`config.mk`:
```
export PLATFORM = sky130hd
export DESIGN_NAME = upc_checkout_ctrl
export DESIGN_NICKNAME = d
export VERILOG_FILES = /design/src/rtl/upc_checkout_ctrl.sv
export SDC_FILE = /design/constraint.sdc
export NUM_CORES = 1
export LEC_CHECK = 0
export ABC_AREA = 1
export CAP_MARGIN = 5
export CELL_PAD_IN_SITES_DETAIL_PLACEMENT = 2
export CELL_PAD_IN_SITES_GLOBAL_PLACEMENT = 2
export CORE_MARGIN = 1.5
export CORE_UTILIZATION = 30
export CTS_CLUSTER_DIAMETER = 50
export DETAILED_ROUTE_END_ITERATION = 10
export PLACE_DENSITY = 0.75
export SETUP_SLACK_MARGIN = 0.15
export SLEW_MARGIN = 20
export SYNTH_ARGS = -nofsm -noshare
export SYNTH_HDL_FRONTEND = slang
export SYNTH_SLANG_ARGS = --single-unit
export TNS_END_PERCENT = 100
```
`constraint.sdc`:
```
create_clock -name clk -period 2.2 [get_ports clk]
set_clock_uncertainty 0.1 [all_clocks]
set_input_delay 0.66 -clock clk [delete_from_list [all_inputs] [get_ports clk]]
set_output_delay 0.66 -clock clk [all_outputs]
set_load 0.03 [all_outputs]
```
`src/rtl/upc_checkout_ctrl.sv`:
```
// Checkout-lane scan sequencer: latches UPC/mark, evaluates sale/stolen,
// counts items and raises a theft alarm. Optional macro: ALARM_BLINK_EN.
module upc_checkout_ctrl #(
  parameter int HOLD_CYCLES = 50_000_000,
  parameter int CNT_W       = 8,
  parameter int SYNC_STAGES = 2
) (
  input  logic             clk,
  input  logic             reset,
  input  logic             scan_btn,
  input  logic             clear,
  input  logic             mark,
  input  logic [2:0]       UPC,
  output logic [2:0]       upc_q,
  output logic             sale,
  output logic             stolen,
  output logic             alarm,
  output logic             busy,
  output logic [CNT_W-1:0] item_cnt,
  output logic [CNT_W-1:0] sale_cnt
);

  localparam int TMR_W = $clog2(HOLD_CYCLES);
  localparam logic [TMR_W-1:0] TMR_LOAD = TMR_W'(HOLD_CYCLES - 1);

  typedef enum logic [2:0] {IDLE, CAPTURE, EVAL, HOLD, ALARM} state_t;

  state_t state, state_n;

  logic [SYNC_STAGES-1:0] scan_sync, clr_sync;
  logic                   scan_prev, scan_pulse, clear_s;
  logic                   mark_q, alarm_r;
  logic [TMR_W-1:0]       timer;
  logic                   sale_calc, stolen_calc, tmr_zero, clear_abort;

  assign clear_s     = clr_sync[SYNC_STAGES-1];
  assign sale_calc   = upc_q[1] | (upc_q[2] & upc_q[0]);
  assign stolen_calc = ~mark_q & ~upc_q[1] & (upc_q[2] | ~upc_q[0]);
  assign tmr_zero    = (timer == '0);
  assign clear_abort = clear_s && (state != ALARM);

  // Input synchronizers; the edge detect is registered so each press yields one pulse.
  // NOTE: sequential state always uses <= so every flop samples pre-edge values.
  always_ff @(posedge clk or posedge reset) begin
    if (reset) begin
      scan_sync  <= '0;
      clr_sync   <= '0;
      scan_prev  <= 1'b0;
      scan_pulse <= 1'b0;
    end else begin
      scan_sync  <= {scan_sync[SYNC_STAGES-2:0], scan_btn};
      clr_sync   <= {clr_sync[SYNC_STAGES-2:0], clear};
      scan_prev  <= scan_sync[SYNC_STAGES-1];
      scan_pulse <= scan_sync[SYNC_STAGES-1] & ~scan_prev;
    end
  end

  always_ff @(posedge clk or posedge reset) begin
    if (reset) state <= IDLE;
    else       state <= state_n;
  end

  // NOTE: every comb output gets a default first so no latch is inferred.
  always_comb begin
    state_n = state;
    unique case (state)
      IDLE:    if (!clear_s && scan_pulse) state_n = CAPTURE;
      CAPTURE: state_n = clear_s ? IDLE : EVAL;
      EVAL:    if (clear_s)          state_n = IDLE;
               else if (stolen_calc) state_n = ALARM;
               else                  state_n = HOLD;
      HOLD:    if (clear_s || tmr_zero) state_n = IDLE;
      ALARM:   if (clear_s) state_n = IDLE;
      default: state_n = IDLE;
    endcase
  end

  always_comb begin
    busy  = (state != IDLE);
    alarm = alarm_r;
  end

  // Datapath: latch, evaluate, count, time. clear outside ALARM beats everything else.
  always_ff @(posedge clk or posedge reset) begin
    if (reset) begin
      upc_q    <= '0;
      mark_q   <= 1'b0;
      sale     <= 1'b0;
      stolen   <= 1'b0;
      alarm_r  <= 1'b0;
      item_cnt <= '0;
      sale_cnt <= '0;
      timer    <= '0;
    end else if (clear_abort) begin
      item_cnt <= '0;
      sale_cnt <= '0;
    end else begin
      unique case (state)
        IDLE: if (scan_pulse) begin
          upc_q  <= UPC;
          mark_q <= mark;
        end
        EVAL: begin
          sale   <= sale_calc;
          stolen <= stolen_calc;
          if (stolen_calc) begin
            alarm_r <= 1'b1;
`ifdef ALARM_BLINK_EN
            timer   <= TMR_LOAD;
`endif
          end else begin
            timer <= TMR_LOAD;
            if (item_cnt != '1)              item_cnt <= item_cnt + 1'b1;
            if (sale_calc && sale_cnt != '1) sale_cnt <= sale_cnt + 1'b1;
          end
        end
        HOLD: if (!tmr_zero) timer <= timer - 1'b1;
        ALARM: begin
          if (clear_s) alarm_r <= 1'b0;
`ifdef ALARM_BLINK_EN
          else if (tmr_zero) begin
            timer   <= TMR_LOAD;
            alarm_r <= ~alarm_r;
          end else timer <= timer - 1'b1;
`endif
        end
        default: ;
      endcase
    end
  end

endmodule

```
* Yosys cells after proc, flatten, opt, wreduce, memory -nomap -nowiden
Index checks and enable logic that the tools add are counted.
** Storage, ports and cells
- Register bits :: 58
- Bits of input ports :: 8
- Output and inout port bits :: 23
** Cells by class
- $add $sub $neg :: 3
- Eq/ne operators :: 14
- Mux-type cells :: 21
- Bitwise operators :: 11
- Reductions and logical operators :: 20
** Operators by type and width (number)
- 8-bit two-way mux :: 8
- 26-bit two-way mux :: 2
- 26-bit one-hot mux with 2 select lines :: 1
- 26-bit zero test :: 1
- 26-bit by 1-bit subtractor with 26-bit output (second input constant) :: 1
- 8-bit by 1-bit adder with 8-bit output (second input constant) :: 2
- 8-bit != test (second input constant) :: 2
- 3-bit two-way mux :: 5
- 3-bit one-hot mux with 5 select lines :: 1
- 2-bit != test (second input constant) :: 6
- 3-bit AND reduction :: 4
- 2-bit nonzero test :: 5
- 4-bit AND reduction :: 2
- 3-bit by 2-bit equality test with 1-bit output (second input constant) :: 2
- 1-bit NOT :: 5
- 1-bit bitwise AND :: 4
- 3-bit by 1-bit equality test with 1-bit output (second input constant) :: 1
- 3-bit equality test (second input constant) :: 1
- 1-bit logical AND :: 3
- 3-bit zero test :: 1
- 3-bit != test (second input constant) :: 1
- 3-bit nonzero test :: 1
- 1-bit two-way mux :: 2
- 2-bit two-way mux :: 1
- other kinds (6) :: 7

* Longest topological paths before layout
Gate-level depths: netlist of run 1.
- Depth in word-level cells :: 7
- Gate-level depth with buffers :: 12

* Least setup slack after synthesis of run 1
No wires, ideal clock.
- Path kind :: register to register
- Start :: reg state[0]
- End :: reg timer[18]
- Library setup time :: 0.116 ns
- Arrival time :: 1.735 ns
- Data required time :: 1.984 ns
- Slack :: 0.249 ns
- Cell stages (with the launch flop) :: 12
- Path buffers :: 2
- Period minus slack after synthesis :: 1.951 ns
- Cell sequence :: dfrtp_1 -> nor2_1 -> inv_1 -> nor2_1 -> inv_1 -> ha_1 -> clkbuf_1 -> nor2_1 -> nand3_4 -> buf_4 -> nand3_1 -> nand2_1
** On the way
- Cells in the longest elaborated chain, start to end :: 4
** Ends and longest elaborated chain
- start: declaration :: line 28 : state_t state, state_n;
- start signal: assignment :: line 60 : else state <= state_n;
- parallel branches: the longest is 4 deep, another holds 4-bit AND reduction
- end signal: assignment :: line 117 : HOLD: if (!tmr_zero) timer <= timer - 1'b1;
- end: declaration :: line 33 : logic [TMR_W-1:0] timer;
Several ways; the timed one is not identified.
A chain may end at the register's enable or synchronous reset.

* Worst setup path in the final report of run 1
- Start :: reg state[1]
- End :: out busy
** On the way
- Cells in the longest elaborated chain, start to end :: 1
** Ends and longest elaborated chain
- 3-bit nonzero test :: line 79 : busy = (state != IDLE);
- end: declaration :: line 18 : output logic busy,
No other way between the ends.

==> key figures, run 1 <==
Synthesis
  – Most common library cells after synthesis: 144 x nand2_1, 67 x nand3_1, 67 x nor2_1
  – Post-synth EDFFs: 0
  – Post-Syn Area per Cell: 7.20 µm²
  – Cell Area, Synth: 3440 µm²
  – Post-synth top area share: 0.422
  – Seq/Total Area, Yosys: 0.422
  – Net Count, Synth: 491
  – Synth Instances: 478
  – Ys Warns: 0
  – Most frequent cell after synthesis: nand2_1
  – Synth top area cells: dfrtp_1 42%, nand2_1 16%, nand3_1 9.7%
  – Dominant synthesized flop cell: dfrtp_1
  – Largest area contributor in the netlist: dfrtp_1
  – Netlist cell types: 33
  – Seq cells post-synth: 58
  – Ys async rst share: 1.00

Drt
  – Final WL: 11,400 µm
  – Antenna violation net count after detailed routing: 0
  – Routed vias: 3,343
  – Wire length per cell: 17.1 µm
  – Vias per cell: 5.00
  – Drt drc: 0
  – Number of DRC markers in iteration 0: 97
  – DR pass1 iterations: 4

Clock tree
  – Clk buf depth: 2
  – H-Tree Depth: 3
  – CTS clock-pin slew for the worst setup and hold paths: 50 ps
  – CTS sink cnt: 58
  – Total CTS buffers: 9
  – CTS tree: built
  – Worst-Skew Late Latency: 340 ps
  – Clock tree root driver cell: clkbuf_16

GRT
  – GR Overflow Total: 0
  – Met1 usage: 0.242
  – Number of global-route vias before repair: 3,845
  – Grt met3 use: 0.0300
  – Initial antenna violation count: 0
  – Pin count of the biggest net entering global routing: 27
  – GRT busiest layer: met2
  – GR met2 Demand/Resource: 0.390
  – First-pass GRT wire length: 19,100 µm
  – Tot GR Track Use: 0.209

Timing
  – Final setup TNS: 0 ps
  – Setup violators final: 0
  – RSZ-0062 raised after global routing: false
  – Fin. max-slew vios: 0
  – Max_slew headroom: 0.690
  – Final cycle utilization of the critical path: 0.906
  – FMAX: 0.502 GHz
  – Hold Vio Cnt, Final: 0
  – Slew of the pin with the lowest slew margin: 464 ps
  – Tmin final: 1990 ps

Critical path
  – Setup crit end kind: output pin
  – Crit path arrival time: 1230 ps
  – Critical Path RT: 1440 ps
  – Slowest-stage cell, CP: dfrtp_1
  – Crit Path Category: reg -> out
  – Reg2Reg Launch Point: sale_cnt[0]
  – R2R Setup Slk: 270 ps
  – Crit-path max FO: 2
  – Crit path top cell by count: nor2_2
  – CP max stage delay: 390 ps
  – Startpoint Class: register
  – CP Launch Point: state[1]
  – Cells along the critical path: nor2_2 -> inv_2 -> nor2_2 -> inv_1 -> buf_6

Layout
  – Area Growth Syn to Fin: 25.7%
  – Share of cells above drive strength 1: 0.136
  – Final-stage net count: 536
  – ANT cells: 0
  – Cell area after layout: 4330 µm²

Floorplanning
  – Total core area: 11,000 µm²
  – Die Y: 110 µm
  – Row cnt: 38
  – Top Ports: 31
  – Die X: 110 µm
  – Die area: 12,100 µm²
  – Initial Utilization: 0.312

Run status
  – Outcome: complete, no violations

Worst hold path
  – Worst min path class: reg -> reg
  – Hold_sp: scan_sync[0]

Placement
  – IO buf count: 30
  – Final Wtd Congestion: 0.801
  – Post-DP HPWL: 8340 µm
  – Cell Area, Placed: 3980 µm²

Flow run
  – Maxcap violations: 0

Power
  – Worst VDD drop: 0.581 mV
  – Leak pwr: 2.06 nW
  – P per Cell Area: 1190 nW/µm²
-- metrics by stage --
stage / cells / total power [mW] / hold slack (ps) / util / setup WS [ps]
6_report: 668 / 5.15 / 251 / 0.392 / 207
5_1_grt: 668 / 5.55 / 260 / 0.392 / 94.3
4_1_cts: 667 / 5.18 / 257 / 0.387 / 25.2
3_5_place_dp: 651 / 3.72 / 246 / 0.361 / 70.7
3_3_place_gp: 651 / 3.59 / 235 / 0.361 / 88.8
2_1_floorplan: 478 / 2.96 / 231 / - / 249
-- cell type report --
cell class,instances,area (µm²)
clock inverter,5,52.6
multi-input combinational,364,1800
inverter,46,179
clock buffer,11,253
tap,140,175
sequential,58,1450
fill,1306,6700
timing repair buffer,44,412
-- state kept, by name, indices dropped and copies added (netlist names), 2 cells and up --
signal,cells
item_cnt,8
upc_q,3
state,3
scan_sync,2
sale_cnt,8
clr_sync,2
timer,26
-- routing by layer --
layer,wire length [µm],vias up
met1,4980,1667
met4,202,0
met2,5990,39
li1,-,1623
met3,244,14
met5,0,-
-- placed cells by master, fill, tap and decap left out, types with 4 or more instances in the layout --
cell / netlist / layout
nand2_1: 144 / 142
nand3_1: 67 / 67
nor2_1: 67 / 59
dfrtp_1: 58 / 57
inv_1: 42 / 38
dlygate4sd2_1: 0 / 22
o21ai_0: 12 / 12
nor2_2: 3 / 11
nand4_1: 11 / 11
buf_4: 3 / 10
a21oi_1: 9 / 9
clkbuf_16: 0 / 9
xor2_1: 8 / 8
clkdlybuf4s50_1: 0 / 7
inv_2: 4 / 6
or2_2: 6 / 6
nand2_2: 2 / 4
nand3b_1: 4 / 4
o31ai_1: 4 / 4
nor3_1: 4 / 4
ha_1: 5 / 4
-- power breakdown --
group,internal [mW],switching (mW)
registers,1.36,0.347
clock network,0.931,0.520
logic,0.678,1.31
total,2.97,2.18
-- final timing paths --
kind / endpoint / cells after the start
worst min register to register: scan_sync[1] / 0
worst max-delay path: busy / 5
min in group asynchronous: timer[4] / 2
max in group asynchronous: timer[15] / 3
worst min-delay path: scan_sync[1] / 0
worst max register to register: sale_cnt[7] / 9
-- timing repair --
action                     in CTS  in global routing
buffers inserted                0                  1
setup endpoints to repair      59                 45
hold buffers                    0                  0
pin swaps                       1                  1
gates resized for setup        30                 22
-- critical path, delay by kind of cell, from the launching register on --
kind | cells | cell delay [ps]
simple gates | 2 | 230
flops | 1 | 390
buf+inv | 3 | 270
-- logic make-up after synthesis --
family          Yosys count  share of synthesized area
xor+xnor                 11                     0.0280
mux                       3                    0.00981
simple gates            314                      0.400
flops                    58                      0.422
compound gates           31                     0.0527
buf+inv                  56                     0.0698
fa+ha+maj                 5                     0.0182
No activity file was read; power rests on OpenSTA's default activity.
==> inputs of run 2 (changes only) <==
--- a/config.mk
+++ b/config.mk
@@ -6,14 +6,13 @@
 export NUM_CORES = 1
 export LEC_CHECK = 0
 export ABC_AREA = 1
-export CAP_MARGIN = 5
 export CELL_PAD_IN_SITES_DETAIL_PLACEMENT = 2
 export CELL_PAD_IN_SITES_GLOBAL_PLACEMENT = 2
 export CORE_MARGIN = 1.5
 export CORE_UTILIZATION = 30
 export CTS_CLUSTER_DIAMETER = 50
 export DETAILED_ROUTE_END_ITERATION = 10
-export PLACE_DENSITY = 0.75
+export PLACE_DENSITY = 0.88
 export SETUP_SLACK_MARGIN = 0.15
 export SLEW_MARGIN = 20
 export SYNTH_ARGS = -nofsm -noshare
==> key figures, run 2 (synthesis results as in run 1) <==
Run status
  – Outcome: complete, no violations

Drt
  – Routed vias: 3,631 (+8.6%)
  – Drt drc: 0 (unchanged)
  – Vias per cell: 5.40 (+7.8%)
  – DR pass1 iterations: 4 (unchanged)
  – Wire length per cell: 20.7 µm (+21%)
  – Number of DRC markers in iteration 0: 139 (+43%)
  – Final WL: 13,900 µm (+22%)
  – Antenna violation net count after detailed routing: 0 (unchanged)

Layout
  – Final non-filler cell total: 673 (+0.75%)
  – Final cell utilization of the core: 0.399 (+0.00703)
  – Most frequent cells in the layout: 143 x nand2_1, 65 x nand3_1, 58 x nor2_1
  – ANT cells: 0 (unchanged)
  – Final-stage net count: 542 (+1.1%)
  – Share of cells above drive strength 1: 0.150 (+0.0137)
  – Commonest non-fill, non-tap cell in the layout: nand2_1
  – Cell area after layout: 4400 µm² (+1.8%)
  – Area Growth Syn to Fin: 27.9%
  – Reg with most FFs: timer
  – Top flop regs: timer: 26 flops, item_cnt: 8 flops, sale_cnt: 8 flops
  – Max reg flops: 26 (unchanged)

Critical path
  – Critical Path RT: 2330 ps (+890 ps)
  – CP max stage delay: 390 ps (about the same)
  – WP buf/inv: 4 (+1)
  – Startpoint Class: register
  – Reg2Reg Launch Point: state[0]
  – Setup crit end kind: register
  – R2R Setup Slk: 110 ps (-160 ps)
  – Crit-path leading delay family: simple AND/OR/NAND/NOR gates
  – Crit-path max FO: 10 (+8)
  – Reg-to-reg critical path endpoint: sale_cnt[6]
  – Cells along the critical path: buf_4 -> inv_1 -> nand3_2 -> inv_2 -> nand2_1 -> nor2_2 -> o21ai_4 -> nand2_1 -> inv_4 -> o21ai_0
  – Crit path top cell by count: nand2_1
  – Crit path arrival time: 2220 ps (+990 ps)
  – Worst R2R Path Depth: 10 (+1)
  – Slowest-stage cell, CP: dfrtp_1
  – Crit Path Category: reg -> reg

Power
  – Sw frac: 0.433 (+0.0100)
  – Comb power frac: 0.403 (+0.017)
  – P per Cell Area: 1260 nW/µm² (+6.3%)
  – Worst VDD drop: 0.661 mV (+14%)
  – P_int: 3.16 mW (+6.3%)
  – Clock share of power: 0.285 (+0.003)
  – PnR Total Power: 5.57 mW (+8.2%)
  – Leak pwr: 2.09 nW (+1.3%)
  – Sequential share of power: 0.312 (-0.020)
  – Switching power total: 2.41 mW (+11%)

GRT
  – GR Overflow Total: 0 (unchanged)
  – Initial antenna violation count: 0 (unchanged)
  – First-pass GRT wire length: 20,700 µm (+8.3%)
  – Number of global-route vias before repair: 3,962 (+3.0%)
  – Pin count of the biggest net entering global routing: 59 (+120%)
  – Tot GR Track Use: 0.227 (+0.0176)

Floorplanning
  – Row cnt: 38 (unchanged)
  – Top Ports: 31 (unchanged)
  – Die Y: 110 µm (unchanged)
  – Die area: 12,100 µm² (unchanged)
  – Die X: 110 µm (unchanged)
  – Total core area: 11,000 µm² (unchanged)
  – Initial Utilization: 0.312 (unchanged)

Placement
  – Pre-CTS worst setup slack: 15.3 ps (-55.4 ps)
  – Post-DP HPWL: 8470 µm (+1.5%)
  – Cell Area, Placed: 3970 µm² (-0.13%)
  – IO buf count: 30 (unchanged)
  – Final Wtd Congestion: 0.829 (+3.5%)
  – Cells after DPL: 652 (+0.15%)

Timing
  – Tmin final: 2090 ps (+98.1 ps)
  – Final hold slack: 255 ps (+3.70 ps)
  – Hold Vio Cnt, Final: 0 (unchanged)
  – FMAX: 0.478 GHz (-4.7%)
  – Final setup TNS: 0 ps (unchanged)
  – Fin. max-slew vios: 0 (unchanged)
  – Slew of the pin with the lowest slew margin: 411 ps (-53.6 ps)
  – Max_slew headroom: 0.725 (+0.0349)
  – Slack of the critical path: 109 ps (-98.1 ps)
  – Final cycle utilization of the critical path: 0.950 (+0.0446)
  – RSZ-0062 raised after global routing: true
  – Setup violators final: 0 (unchanged)

Worst hold path
  – Worst min path class: reg -> reg
  – Cell count of the worst hold path: 0 (unchanged)
  – Endpoint, Worst Hold: scan_sync[1]
  – Hold_sp: scan_sync[0]

Flow run
  – Maxcap violations: 0 (unchanged)

Clock tree
  – Total CTS buffers: 9 (unchanged)
  – CTS Hold Bufs: 0 (unchanged)
  – CTS sink cnt: 58 (unchanged)
  – Clock tree root driver cell: clkbuf_16
  – Worst-Skew Late Latency: 340 ps (about the same)
  – Clk buf depth: 2 (unchanged)
  – H-Tree Depth: 3 (unchanged)
  – CTS tree: built
  – CTS clock-pin slew for the worst setup and hold paths: 60 ps (about the same)
-- run 2: changes by cell type in the layout (fill, tap and decap cells not counted), moves of 2 or more --
cell	previous run	this run
clkinv_2	3	0
nor2_4	0	2
buf_6	3	1
nand3_2	1	3
nand3_1	67	65
buf_4	10	17
clkbuf_1	0	2
-- run 2: power by group through the flow --
stage | Combinational [mW] | Sequential, mW | Clock [mW]
3_3_place_gp | 1.87 | 1.69 | 0
5_1_grt | 2.45 | 1.77 | 1.62
6_report | 2.25 | 1.74 | 1.59
4_1_cts | 2.02 | 1.71 | 1.57
3_5_place_dp | 2.01 | 1.72 | 0
2_1_floorplan | 1.20 | 1.77 | 0
-- run 2: worst max-delay path by stage --
stage | startpoint | endpoint | depth (start not counted)
6_report | state[0] | sale_cnt[6] | 10
5_1_grt | state[1] | sale_cnt[3] | 11
4_1_cts | state[0] | busy | 5
3_5_place_dp | state[0] | mark_q | 8
3_3_place_gp | state[0] | busy | 5
2_1_floorplan | state[0] | timer[18] | 11
-- run 2: timing repair --
action / CTS / global route
gates resized for setup: 27 / 32
setup endpoints to repair: 65 / 50
pin swaps: 0 / 3
gates cloned: 0 / 1
setup buffers: 0 / 5
-- run 2: final cells by class --
type	count	area, µm²
fill	1248	6630
sequential	58	1450
multi-input combinational	365	1840
clock inverter	2	60.1
tap	140	175
inverter	46	181
timing repair buffer	49	437
clock buffer	13	260
-- run 2: layer usage --
metal	vias up	global-route usage	routed length, µm
met1	1861	0.264	5700
met2	90	0.411	7320
met3	36	0.0341	453
li1	1644	-	-
met5	-	0	0
met4	0	0.0998	474
==> inputs of run 3 (changes only) <==
--- a/config.mk
+++ b/config.mk
@@ -8,6 +8,7 @@
 export ABC_AREA = 1
 export CELL_PAD_IN_SITES_DETAIL_PLACEMENT = 2
 export CELL_PAD_IN_SITES_GLOBAL_PLACEMENT = 2
+export CORE_ASPECT_RATIO = 0.75
 export CORE_MARGIN = 1.5
 export CORE_UTILIZATION = 30
 export CTS_CLUSTER_DIAMETER = 50
==> key figures, run 3 (synthesis results as in run 1) <==
Run status
  – Outcome: complete, no violations

Layout
  – Area Growth Syn to Fin: 29.3%
  – Final cell utilization of the core: 0.402 (+0.00292)
  – Reg with most FFs: timer
  – Max reg flops: 26 (unchanged)
  – Top flop regs: timer: 26 flops, item_cnt: 8 flops, sale_cnt: 8 flops
  – Most frequent cells in the layout: 141 x nand2_1, 66 x nand3_1, 55 x nor2_1, 55 x dfrtp_1, 36 x inv_1
  – Fillers: 1,279 (+2.5%)
  – Share of cells above drive strength 1: 0.164 (+0.0134)
  – Commonest non-fill, non-tap cell in the layout: nand2_1
  – Cell area after layout: 4450 µm² (+1.1%)
  – Final-stage net count: 540 (-0.37%)
  – ANT cells: 0 (unchanged)

Drt
  – Wire length per cell: 22.6 µm (+8.8%)
  – DR pass1 iterations: 4 (unchanged)
  – Number of DRC markers in iteration 0: 186 (+34%)
  – Routed vias: 3,625 (-0.17%)
  – Drt drc: 0 (unchanged)
  – Antenna violation net count after detailed routing: 0 (unchanged)
  – Vias per cell: 5.39 (about the same)
  – Final WL: 15,200 µm (+8.7%)

GRT
  – First-pass GRT wire length: 21,600 µm (+4.6%)
  – Number of global-route vias before repair: 3,915 (-1.2%)
  – Tot GR Track Use: 0.237 (+0.0101)
  – Pin count of the biggest net entering global routing: 27 (-54%)
  – GR Overflow Total: 0 (unchanged)
  – Initial antenna violation count: 0 (unchanged)

Clock tree
  – Clk buf depth: 2 (unchanged)
  – CTS Hold Bufs: 0 (unchanged)
  – Clock tree root driver cell: clkbuf_16
  – Total CTS buffers: 9 (unchanged)
  – Worst-Skew Late Latency: 350 ps (about the same)
  – H-Tree Depth: 3 (unchanged)
  – CTS sink cnt: 58 (unchanged)
  – CTS clock-pin slew for the worst setup and hold paths: 60 ps (about the same)
  – CTS tree: built

Power
  – Comb power frac: 0.408 (+0.005)
  – Leak pwr: 2.09 nW (-0.16%)
  – P per Cell Area: 1270 nW/µm² (+0.66%)
  – Clock share of power: 0.277 (-0.008)
  – Worst VDD drop: 0.489 mV (-26%)
  – PnR Total Power: 5.66 mW (+1.7%)
  – P_int: 3.11 mW (-1.6%)
  – Sw frac: 0.452 (+0.0185)
  – Switching power total: 2.56 mW (+6.1%)
  – Sequential share of power: 0.315 (+0.003)

Timing
  – FMAX: 0.463 GHz (-3.2%)
  – Tmin final: 2160 ps (+69.2 ps)
  – Setup violators final: 0 (unchanged)
  – Slew of the pin with the lowest slew margin: 533 ps (+123 ps)
  – Slack of the critical path: 40.2 ps (-69.2 ps)
  – Fin. max-slew vios: 0 (unchanged)
  – Final cycle utilization of the critical path: 0.982 (+0.0315)
  – Hold Vio Cnt, Final: 0 (unchanged)
  – RSZ-0062 raised after global routing: true
  – Max_slew headroom: 0.643 (-0.0821)

Critical path
  – Crit Path Category: reg -> reg
  – Critical Path RT: 2310 ps (-20 ps)
  – Setup crit end kind: register
  – Startpoint Class: register
  – Crit-path max FO: 15 (+5)
  – Worst R2R Path Depth: 9 (-1)
  – Crit path arrival time: 2270 ps (+50 ps)

Floorplanning
  – Initial Utilization: 0.311 (-0.000988)
  – Top Ports: 31 (unchanged)
  – Die X: 127 µm (+15%)
  – Die area: 12,100 µm² (about the same)
  – Die Y: 95.8 µm (-13%)
  – Total core area: 11,100 µm² (+0.32%)
  – Row cnt: 33 (-13%)

Placement
  – Final Wtd Congestion: 0.817 (-1.4%)
  – Post-DP HPWL: 9730 µm (+15%)
  – Pre-CTS worst setup slack: -124 ps (-140 ps)
  – Cell Area, Placed: 3990 µm² (+0.31%)
  – IO buf count: 30 (unchanged)

Worst hold path
  – Worst min path class: reg -> reg
  – Cell count of the worst hold path: 0 (unchanged)

Flow run
  – Maxcap violations: 0 (unchanged)
==> run 3: per-layer routing <==
layer,part of all wire,track usage
met1,0.42,0.288
met2,0.52,0.419
met5,0,0
met3,0.040,0.0478
met4,0.025,0.0919
==> run 3: metrics by stage <==
stage	hold WS (ps)	TNS (ps)	std cells
after floorplan	231	0	478
after global placement	234	0	652
after detailed placement	239	-3280	652
after CTS	254	-89.4	668
after global routing	285	-36.8	672
final	277	0	672
==> run 3: area by class of cell <==
| class | count | area, µm² | area share |
|---|---|---|---|
| multi-input cells | 365 | 1870 | 0.421 |
| flip-flops and latches | 58 | 1460 | 0.327 |
| repair buffers | 46 | 432 | 0.0970 |
| clock buffers | 11 | 243 | 0.0545 |
| inverters | 46 | 186 | 0.0419 |
| well taps | 140 | 175 | 0.0394 |
| clock inverters | 5 | 77.6 | 0.0174 |
| repair inverters | 1 | 7.51 | 0.00169 |
==> run 3: path summary, 6_finish.rpt <==
path | from | to | slack, ps
worst max-delay path | state[2] | timer[7] | 40
worst min-delay path | clr_sync[0] | clr_sync[1] | 280
worst max register to register | state[2] | timer[7] | 40
worst min register to register | clr_sync[0] | clr_sync[1] | 280
max in group asynchronous | reset | item_cnt[1] | 980
min in group asynchronous | reset | sale_cnt[7] | 560
==> run 3: repair_timing <==
item | CTS | global route
endpoints found under the setup margin | 69 | 50
gates resized for setup | 40 | 39
buffers inserted | 0 | 2
pin swaps | 1 | 5
cloned | 0 | 2
hold endpoints to repair | 0 | 0
==> run 3: critical path, stage by stage, from the launching register on <==
cell	delay [ps]
dfrtp_1	500
inv_2	120
nor2_2	220
inv_1	110
ha_4	220
nor2_4	130
nand3_4	160
buf_12	220
nand3_1	120
nand2_1	120
==> run 3: power groups by stage <==
stage	clock network, mW	logic (mW)	registers, mW
2_1_floorplan	0	1.20	1.77
3_3_place_gp	0	1.85	1.71
3_5_place_dp	0	2.03	1.75
4_1_cts	1.58	2.08	1.74
5_1_grt	1.63	2.51	1.81
6_report	1.57	2.31	1.78
